## config.mk

```make
export PLATFORM = sky130hd
export DESIGN_NAME = modexp_core
export DESIGN_NICKNAME = d
export VERILOG_FILES = /design/src/rtl/modexp_pkg.sv /design/src/rtl/modexp_core_mod_mul.sv /design/src/rtl/modexp_core.sv
export SDC_FILE = /design/constraint.sdc
export NUM_CORES = 1
export LEC_CHECK = 0
export ABC_AREA = 1
export ABC_CLOCK_PERIOD_IN_PS = 6170
export CORE_UTILIZATION = 30
export DETAILED_ROUTE_END_ITERATION = 16
export SYNTH_ARGS = -nofsm -noshare
export SYNTH_HDL_FRONTEND = slang
export SYNTH_SLANG_ARGS = --single-unit
```

## constraint.sdc

```tcl
create_clock -name clk_in -period 6.17 [get_ports clk_in]
set_input_delay 0.9255 -clock clk_in [delete_from_list [all_inputs] [get_ports clk_in]]
set_output_delay 0.9255 -clock clk_in [all_outputs]
set_load 0.005 [all_outputs]
```

## src/rtl/modexp_pkg.sv

```systemverilog
// Shared definitions for the modular exponentiation core: FSM encoding and
// the fixed cycle cost of one modular multiply.
package modexp_pkg;

    typedef enum logic [2:0] {
        IDLE,
        CHECK,
        REDUCE,
        MUL,
        SQR,
        DONE
    } state_t;

    // One issue cycle, one iteration per operand bit, one writeback cycle.
    function automatic int unsigned mul_latency(input int unsigned width);
        return width + 32'd2;
    endfunction

endpackage

```

## src/rtl/modexp_core_mod_mul.sv

```systemverilog
// Interleaved shift-add modular multiplier: p = (a * b) mod m, scanning b MSB-first.
// Requires a_in < m_in and m_in >= 2; b_in may be any value.
module mod_mul
    import modexp_pkg::*;
#(
    parameter int unsigned WIDTH = 16
) (
    input  logic             clk_in,
    input  logic             rst_in,
    input  logic             start_in,
    input  logic [WIDTH-1:0] a_in,
    input  logic [WIDTH-1:0] b_in,
    input  logic [WIDTH-1:0] m_in,
    output logic [WIDTH-1:0] p_out,
    output logic             done_out
);

    localparam int unsigned ITERS = mul_latency(WIDTH) - 2;
    localparam int unsigned CW    = $clog2(ITERS + 1);

    logic [WIDTH+1:0] acc;
    logic [WIDTH+1:0] a_r;
    logic [WIDTH+1:0] m_r;
    logic [WIDTH-1:0] b_r;
    logic [CW-1:0]    cnt;
    logic [WIDTH+1:0] sum;
    logic [WIDTH+1:0] m2;
    logic [WIDTH+1:0] nxt;

    // acc < m and a < m keep 2*acc + a below 3m, so at most two subtractions.
    always_comb begin
        sum = (acc << 1) + (b_r[WIDTH-1] ? a_r : '0);
        m2  = m_r << 1;
        if (sum >= m2) begin
            nxt = sum - m2;
        end else if (sum >= m_r) begin
            nxt = sum - m_r;
        end else begin
            nxt = sum;
        end
    end

    always_ff @(posedge clk_in or posedge rst_in) begin
        if (rst_in) begin
            acc      <= '0;
            a_r      <= '0;
            m_r      <= '0;
            b_r      <= '0;
            cnt      <= '0;
            p_out    <= '0;
            done_out <= 1'b0;
        end else begin
            done_out <= 1'b0;
            if (start_in) begin
                acc <= '0;
                a_r <= {2'b00, a_in};
                m_r <= {2'b00, m_in};
                b_r <= b_in;
                cnt <= CW'(ITERS);
            end else if (cnt != '0) begin
                acc <= nxt;
                b_r <= b_r << 1;
                cnt <= cnt - CW'(1);
                if (cnt == CW'(1)) begin
                    p_out    <= nxt[WIDTH-1:0];
                    done_out <= 1'b1;
                end
            end
        end
    end

endmodule

```

## src/rtl/modexp_core.sv

```systemverilog
// Right-to-left binary modular exponentiation built around one shared
// mod_mul; handles m=0, m=1 and e=0 without touching the multiplier.
module modexp_core
    import modexp_pkg::*;
#(
    parameter int unsigned WIDTH     = 16,
    parameter int unsigned EXP_WIDTH = WIDTH
) (
    input  logic                 clk_in,
    input  logic                 rst_in,
    input  logic                 ready_in,
    input  logic                 abort_in,
    input  logic [WIDTH-1:0]     value_in,
    input  logic [WIDTH-1:0]     modulus_in,
    input  logic [EXP_WIDTH-1:0] exponent_in,
    output logic [WIDTH-1:0]     value_out,
    output logic                 busy_out,
    output logic                 valid_out,
    output logic                 error_out
);

    state_t               state;
    logic [WIDTH-1:0]     base_r;
    logic [WIDTH-1:0]     mod_r;
    logic [WIDTH-1:0]     res_r;
    logic [EXP_WIDTH-1:0] exp_r;
    logic                 err_r;
    logic [WIDTH-1:0]     op_a;
    logic [WIDTH-1:0]     op_b;
    logic                 issue_r;
    logic [WIDTH-1:0]     mm_p;
    logic                 mm_done;
    logic                 op_done;

    mod_mul #(.WIDTH(WIDTH)) u_mod_mul (
        .clk_in   (clk_in),
        .rst_in   (rst_in),
        .start_in (issue_r),
        .a_in     (op_a),
        .b_in     (op_b),
        .m_in     (mod_r),
        .p_out    (mm_p),
        .done_out (mm_done)
    );

    // A stale done from an aborted multiply can only coincide with the issue cycle.
    assign op_done = mm_done && !issue_r;

    always_ff @(posedge clk_in or posedge rst_in) begin
        if (rst_in) begin
            state     <= IDLE;
            base_r    <= '0;
            mod_r     <= '0;
            res_r     <= '0;
            exp_r     <= '0;
            err_r     <= 1'b0;
            op_a      <= '0;
            op_b      <= '0;
            issue_r   <= 1'b0;
            value_out <= '0;
            busy_out  <= 1'b0;
            valid_out <= 1'b0;
            error_out <= 1'b0;
        end else begin
            issue_r   <= 1'b0;
            valid_out <= 1'b0;
            if (abort_in) begin
                state    <= IDLE;
                busy_out <= 1'b0;
            end else begin
                case (state)
                    IDLE: begin
                        busy_out <= 1'b0;
                        if (ready_in && !busy_out) begin
                            base_r   <= value_in;
                            mod_r    <= modulus_in;
                            exp_r    <= exponent_in;
                            busy_out <= 1'b1;
                            state    <= CHECK;
                        end
                    end
                    CHECK: begin
                        res_r <= WIDTH'(1);
                        err_r <= 1'b0;
                        if (mod_r == '0) begin
                            res_r <= '0;
                            err_r <= 1'b1;
                            state <= DONE;
                        end else if (mod_r == WIDTH'(1)) begin
                            res_r <= '0;
                            state <= DONE;
                        end else if (exp_r == '0) begin
                            state <= DONE;
                        end else begin
                            op_a    <= WIDTH'(1);
                            op_b    <= base_r;
                            issue_r <= 1'b1;
                            state   <= REDUCE;
                        end
                    end
                    REDUCE: begin
                        if (op_done) begin
                            base_r  <= mm_p;
                            issue_r <= 1'b1;
                            if (exp_r[0]) begin
                                op_a  <= res_r;
                                op_b  <= mm_p;
                                state <= MUL;
                            end else begin
                                op_a  <= mm_p;
                                op_b  <= mm_p;
                                state <= SQR;
                            end
                        end
                    end
                    MUL: begin
                        if (op_done) begin
                            res_r <= mm_p;
                            if ((exp_r >> 1) == '0) begin
                                state <= DONE;
                            end else begin
                                op_a    <= base_r;
                                op_b    <= base_r;
                                issue_r <= 1'b1;
                                state   <= SQR;
                            end
                        end
                    end
                    SQR: begin
                        if (op_done) begin
                            base_r  <= mm_p;
                            exp_r   <= exp_r >> 1;
                            issue_r <= 1'b1;
                            if (exp_r[1]) begin
                                op_a  <= res_r;
                                op_b  <= mm_p;
                                state <= MUL;
                            end else begin
                                op_a  <= mm_p;
                                op_b  <= mm_p;
                                state <= SQR;
                            end
                        end
                    end
                    DONE: begin
                        value_out <= res_r;
                        error_out <= err_r;
                        valid_out <= 1'b1;
                        state     <= IDLE;
                    end
                    default: state <= IDLE;
                endcase
            end
        end
    end

endmodule

```

# --- Word level (Yosys, flattened, before mapping) ---
# Cells that the tools add are included.
totals:
  ff_bits: 207
  input_bits: 52
  output_inout_bits: 19
  word_cells: 136
op_classes:
  add_sub_neg: 4
  magnitude_cmp: 2
  eq_ne: 20
  muxes: 61
  n_bitwise: 2
  n_reduce_logical: 27
ops:
  columns: ["operator", "n"]
  rows:
  - ["two-way mux 16 bit", 19]
  - ["case mux 16 bit (2 select lines)", 3]
  - ["two-way mux 17 bit", 4]
  - ["case mux 16 bit (4 select lines)", 1]
  - ["logical NOT 16 bit", 3]
  - ["case mux 16 bit (3 select lines)", 1]
  - ["two-way mux 3 bit", 10]
  - ["two-way mux 1 bit", 19]
  - ["adder 18 x 16 -> 18 bit", 1]
  - [">= comparator 18 x 16 -> 1 bit", 1]
  - [">= comparator 18 x 17 -> 1 bit", 1]
  - ["subtractor 17 x 16 -> 17 bit", 1]
  - ["subtractor 17 bit", 1]
  - ["equality test 16 x 1 -> 1 bit, second input constant", 1]
  - ["!= test 2 bit, second input constant", 8]
  - ["case mux 3 bit (5 select lines)", 1]
  - ["!= test 3 bit, second input constant", 4]
  - ["AND reduction 4 bit", 3]
  - ["two-way mux 5 bit", 2]
  - ["nonzero test 2 bit", 5]
  - ["AND reduction 3 bit", 3]
  - ["AND reduction 9 bit", 1]
  - ["AND reduction 8 bit", 1]
  - ["equality test 3 x 2 -> 1 bit, second input constant", 2]
  - ["15 further kinds", 20]

# --- Logic depth before layout (Yosys ltp) ---
logic_depth:
  depth_word: 7
  ltp_mapped: 29
  ltp_nobuf: 26

# --- Hierarchy ---
# Synthesis repeated with hierarchy kept, for this count alone.
hier_totals:
  hier_cells: 1776
  area_unflattened_um2: 12758.5
modules_own_cells:
  columns: ["module", "n_inst", "cells_each", "area_each_um2", "seq_area_each_um2"]
  rows:
  - ["mod_mul", 1, 963, 6700.2, 2177.1]
  - ["modexp_core", 1, 813, 6058.3, 3002.9]

# --- Worst setup path before layout ---
# Ideal clock, no wire load.
synth_timing:
  kind: "register -> register"
  start: "register u_mod_mul.b_r[15]"
  end: "register u_mod_mul.acc[1]"
  setup_ns: 0.118
  t_arrival_ns: 3.457
  required_ns: 6.052
  slack_ns: 2.595
  stages_incl_launch_ff: 27
  path_buffers: 3
  period_less_slack_ns: 3.575
  path_cell_list: "dfrtp_1 -> buf_2 -> clkbuf_1 -> nand2_1 -> inv_1 -> ha_1 -> fa_1 -> nand3_1 -> nand2_1 -> nand2_1 -> nand2_2 -> nand2_1 -> nand2_1 -> xor2_1 -> ha_1 -> nand2_1 -> nor2_1 -> and2_1 -> nand2_1 -> nand2_1 -> a21oi_1 -> nand3_4 -> buf_6 -> nand2_1 -> nand3_1 -> nand3_1 -> nand2_1"
synth_between:
  elab_chain_cells: 7
  word_cells_on_any_way: 10
  cone_classes: "add/sub (3); order compare (2); mux (5)"
synth_rtl:
  columns: ["item", "line_no", "text"]
  rows:
  - ["start: declaration", "modexp_core_mod_mul.sv:24", "logic [WIDTH-1:0] b_r;"]
  - ["start signal: assignment", "modexp_core_mod_mul.sv:58", "b_r <= b_in;"]
  - ["start signal: assignment", "modexp_core_mod_mul.sv:62", "b_r <= b_r << 1;"]
  - ["two-way mux 16 bit (*)", "modexp_core_mod_mul.sv:32", "sum = (acc << 1) + (b_r[WIDTH-1] ? a_r : '0);"]
  - ["adder 18 x 16 -> 18 bit (*)", "modexp_core_mod_mul.sv:32", null]
  - ["subtractor 17 x 16 -> 17 bit / >= comparator 18 x 16 -> 1 bit (equally long branches)", "modexp_core_mod_mul.sv:37, modexp_core_mod_mul.sv:36", null]
  - ["two-way mux 17 bit", "modexp_core_mod_mul.sv:36", "end else if (sum >= m_r) begin"]
  - ["two-way mux 17 bit (*)", "modexp_core_mod_mul.sv:34", "if (sum >= m2) begin"]
  - ["two-way mux 17 bit (*)", "modexp_core_mod_mul.sv:60", "end else if (cnt != '0) begin"]
  - ["two-way mux 17 bit (*)", "modexp_core_mod_mul.sv:54", "if (start_in) begin"]
  - ["end signal: assignment", "modexp_core_mod_mul.sv:61", "acc <= nxt;"]
  - ["end: declaration", "modexp_core_mod_mul.sv:21", "logic [WIDTH+1:0] acc;"]
# Every way passes the cells marked *; elsewhere a longest branch is shown, timed or not. The select of a mux whose other input is x is not followed.
# A chain may end at the register's enable or synchronous reset.

# --- Final worst setup path ---
layout_timing:
  start: "register u_mod_mul.b_r[15]"
  end: "register u_mod_mul.acc[11]"
# The elaborated chain is that of the path after synthesis.

==> impl_metrics.py <==
metrics = {
    "run_status": {
        "status": "complete, no violations",
    },
    "synth": {
        "synth-edff-count": 0,
        "synth_top_family_by_area": "simple AND/OR/NAND/NOR gates",
        "synth_xor_area_share_pct": 2.41,
        "async_flop_share_pct": 100,
        "yosysSeqAreaShare_pct": 43.2,
        "synth_compound_area_share_pct": 11.5,
        "synth_warnings": 0,
        "synth.distinct_cells": 51,
        "synthFlopType": "dfrtp_1",
        "synthesis.instances": 1567,
        "synthAdderAreaFrac_pct": 5.72,
        "synth_nets": 1672,
        "synth_mux_area_share_pct": 1.97,
        "ys_ff_latch": 207,
        "synth.avg_cell_area_um2": 7.65,
        "synth_area_um2": 12000,
        "synthSimpleGateAreaFrac_pct": 26.8,
    },
    "final_layout": {
        "drive_above_1_share_pct": 6.52,
        "layout_commonest_cell": "nand2_1",
        "area_growth_pct": 16.5,
        "nFillCells": 4099,
        "instances_no_fill": 2158,
        "post-route-util_pct": 35.8,
        "diodes": 0,
        "mostFrequentLayoutCells": "nand2_1 (537), dfrtp_1 (206), inv_1 (180)",
        "fin_nets": 1727,
    },
    "global_route": {
        "grt_pass1_wl_mm": 55.4,
        "antenna_found_initial": 0,
        "gr-usage-all-layers_pct": 16.9,
        "overflow": 0,
        "grt_pass1_vias": 10200,
        "grt_max_degree": 79,
    },
    "floorplanning": {
        "ioPinCount": 71,
        "core_area_um2": 39000,
        "fp.dieH_um": 202,
        "initial_core_util_pct": 30.7,
        "die_x_um": 202,
        "std_cell_rows": 72,
        "dieArea_um2": 40700,
    },
    "timing": {
        "finalClockSkew_ns": 0.0258,
        "fin_setup_tns_ns": 0,
        "slew_headroom_pct": 22.2,
        "layout_min_cycle_time_ns": 4.33,
        "fmax_mhz": 231,
        "hold_viol_final": 0,
        "finalCritPeriodShare_pct": 70.1,
        "drv_slew": 0,
        "setup_viol": 0,
        "rsz0062_at_grt": "no",
        "worst_slew_pin_slew_ns": 1.17,
    },
    "power_and_ir_drop": {
        "leakage_uw": 0.00701,
        "ir_drop_mv": 0.279,
        "p_per_area_nw_per_um2": 641,
    },
    "clock_tree": {
        "path_clk_slew_ns": 0.06,
        "cts_setup_buffers": 0,
        "cts-root-buf": "clkbuf_16",
        "cts_tree": "yes",
        "cts_max_level": 1,
        "clock-sinks": 207,
        "cts_hold_buf": 0,
        "cts_made_buffers": 25,
        "cts_resized": 0,
        "insertion_delay_ns": 0.53,
        "cts_buffer_depth": 3,
    },
    "hold_path": {
        "hp-class": "reg -> reg",
    },
    "detailed_routing": {
        "vias_per_cell": 4.80,
        "drt-total-wl_mm": 34.1,
        "post-route-drc-count": 0,
        "wl_per_cell_um": 15.8,
        "num_vias": 10400,
        "drt_first_iter_violations": 781,
        "drtPass1Iterations": 5,
        "ant_nets": 0,
    },
    "critical_path": {
        "arrival_ns": 4.72,
        "worstPathRequired_ns": 6.57,
        "critical_path.max_fanout": 19,
        "criticalPathCategory": "reg -> reg",
        "worstSetupEndpointType": "register",
        "cp-start-kind": "register",
    },
    "placed_design": {
        "hpwl_mm": 25.9,
        "gp_congestion": 0.888,
        "numPortBuffers": 70,
        "dpl.cell_count": 2113,
    },
    "flow_run": {
        "cap_violations": 0,
    },
}
-- Yosys cell counts (all sizes together) (8+ instances only) --
master | n | area, µm²
ha | 50 | 626
buf | 18 | 138
inv | 195 | 732
a21oi | 68 | 348
a22oi | 8 | 60.1
clkbuf | 32 | 120
mux2 | 21 | 236
xor2 | 21 | 184
xnor2 | 12 | 105
nand3 | 118 | 613
o211ai | 18 | 135
o22ai | 26 | 169
o21ai | 101 | 517
nand4 | 12 | 75.1
nor2 | 75 | 323
nand2 | 545 | 2080
dfrtp | 207 | 5180
-- logic make-up (layout without fill, tap and decap cells) --
| logic type | Yosys count | in the layout |
|---|---|---|
| XOR/XNOR | 33 | 33 |
| AO/OA/AOI/OAI | 241 | 241 |
| adder cells (fa/ha/maj) | 53 | 53 |
| AND/OR/NAND/NOR | 766 | 766 |
| buffers and inverters | 246 | 319 |
| multiplexers | 21 | 21 |
| flip-flops | 207 | 207 |
-- final cells by class --
cell class	instances	area (µm²)	share of cell area [%]
Clock buffer	38	734	5.26
Clock inverter	7	77.6	0.556
Inverter	196	739	5.30
Multi-Input combinational cell	1114	5810	41.6
Sequential cell	207	5180	37.1
Tap cell	518	648	4.64
Timing Repair Buffer	78	773	5.54
-- state kept, by name (all words and copies together), names as in the netlist --
register            flops
valid_out               1
error_out               1
busy_out                1
op_b                   16
base_r                 16
u_mod_mul.cnt           5
mod_r                  16
u_mod_mul.done_out      1
u_mod_mul.acc          17
err_r                   1
u_mod_mul.p_out        16
res_r                  16
u_mod_mul.m_r          16
issue_r                 1
exp_r                  16
u_mod_mul.b_r          16
state                   3
u_mod_mul.a_r          16
op_a                   16
value_out              16
-- report_power, final --
part,internal [µW],switching (µW)
sequential,1990,431
combinational,1790,3300
clock,864,586
total,4630,4320
-- worst max-delay path: stages (launching register included) --
cell and delay (ns):
dfrtp_1 0.54, nand2_1 0.12, inv_1 0.05, ha_1 0.21, fa_1 0.41, nand3_1 0.10
nand2_1 0.13, nand2_1 0.09, nand2_1 0.09, nand3_1 0.12, nand2_1 0.06, nand2_1 0.06
nand2_1 0.14, ha_1 0.40, nand2_1 0.07, nor2_1 0.33, nand3b_1 0.12, nor2_1 0.23
nor2_1 0.08, nand2_1 0.16, nor2_8 0.09, inv_2 0.26, nand3_1 0.17, nand3_1 0.12
nand2_1 0.06
-- per-stage QoR --
stage	total power [µW]	hold WS [ns]	cell area (µm²)	worst slack, ns
after detailed placement	7480	0.463	13200	1.88
after CTS	8980	0.477	14000	1.87
final	8950	0.474	14000	1.84
after global placement	7430	0.460	13200	1.93
after global routing	9800	0.494	14000	1.46
after floorplan	6110	0.442	12000	2.56
-- final timing paths --
| kind | from | end | slack (ns) | cells past startpoint |
|---|---|---|---|---|
| max | u_mod_mul.b_r[15]$_DFFE_PP0P_ | u_mod_mul.acc[11]$_DFFE_PP0P_ | 1.84 | 24 |
| min in group asynchronous | rst_in | mod_r[4]$_DFFE_PP0P_ | 0.95 | 2 |
| min | u_mod_mul.a_r[1]$_DFFE_PP0P_ | u_mod_mul.a_r[1]$_DFFE_PP0P_ | 0.47 | 2 |
| max in group asynchronous | rst_in | u_mod_mul.cnt[2]$_DFFE_PP0P_ | 3.97 | 3 |
| min reg2reg | u_mod_mul.a_r[1]$_DFFE_PP0P_ | u_mod_mul.a_r[1]$_DFFE_PP0P_ | 0.47 | 2 |
| max reg2reg | u_mod_mul.b_r[15]$_DFFE_PP0P_ | u_mod_mul.acc[11]$_DFFE_PP0P_ | 1.84 | 24 |
-- per-layer routing --
metal | vias to the layer above | part of all wire, % | GRT usage (%)
met5 | - | 0 | 0
met4 | 0 | 2.4 | 4.82
met1 | 4902 | 46 | 23.0
met2 | 222 | 46 | 28.0
met3 | 50 | 4.7 | 2.27
li1 | 5178 | - | -
Note: power is estimated with default switching activity, not from simulation.
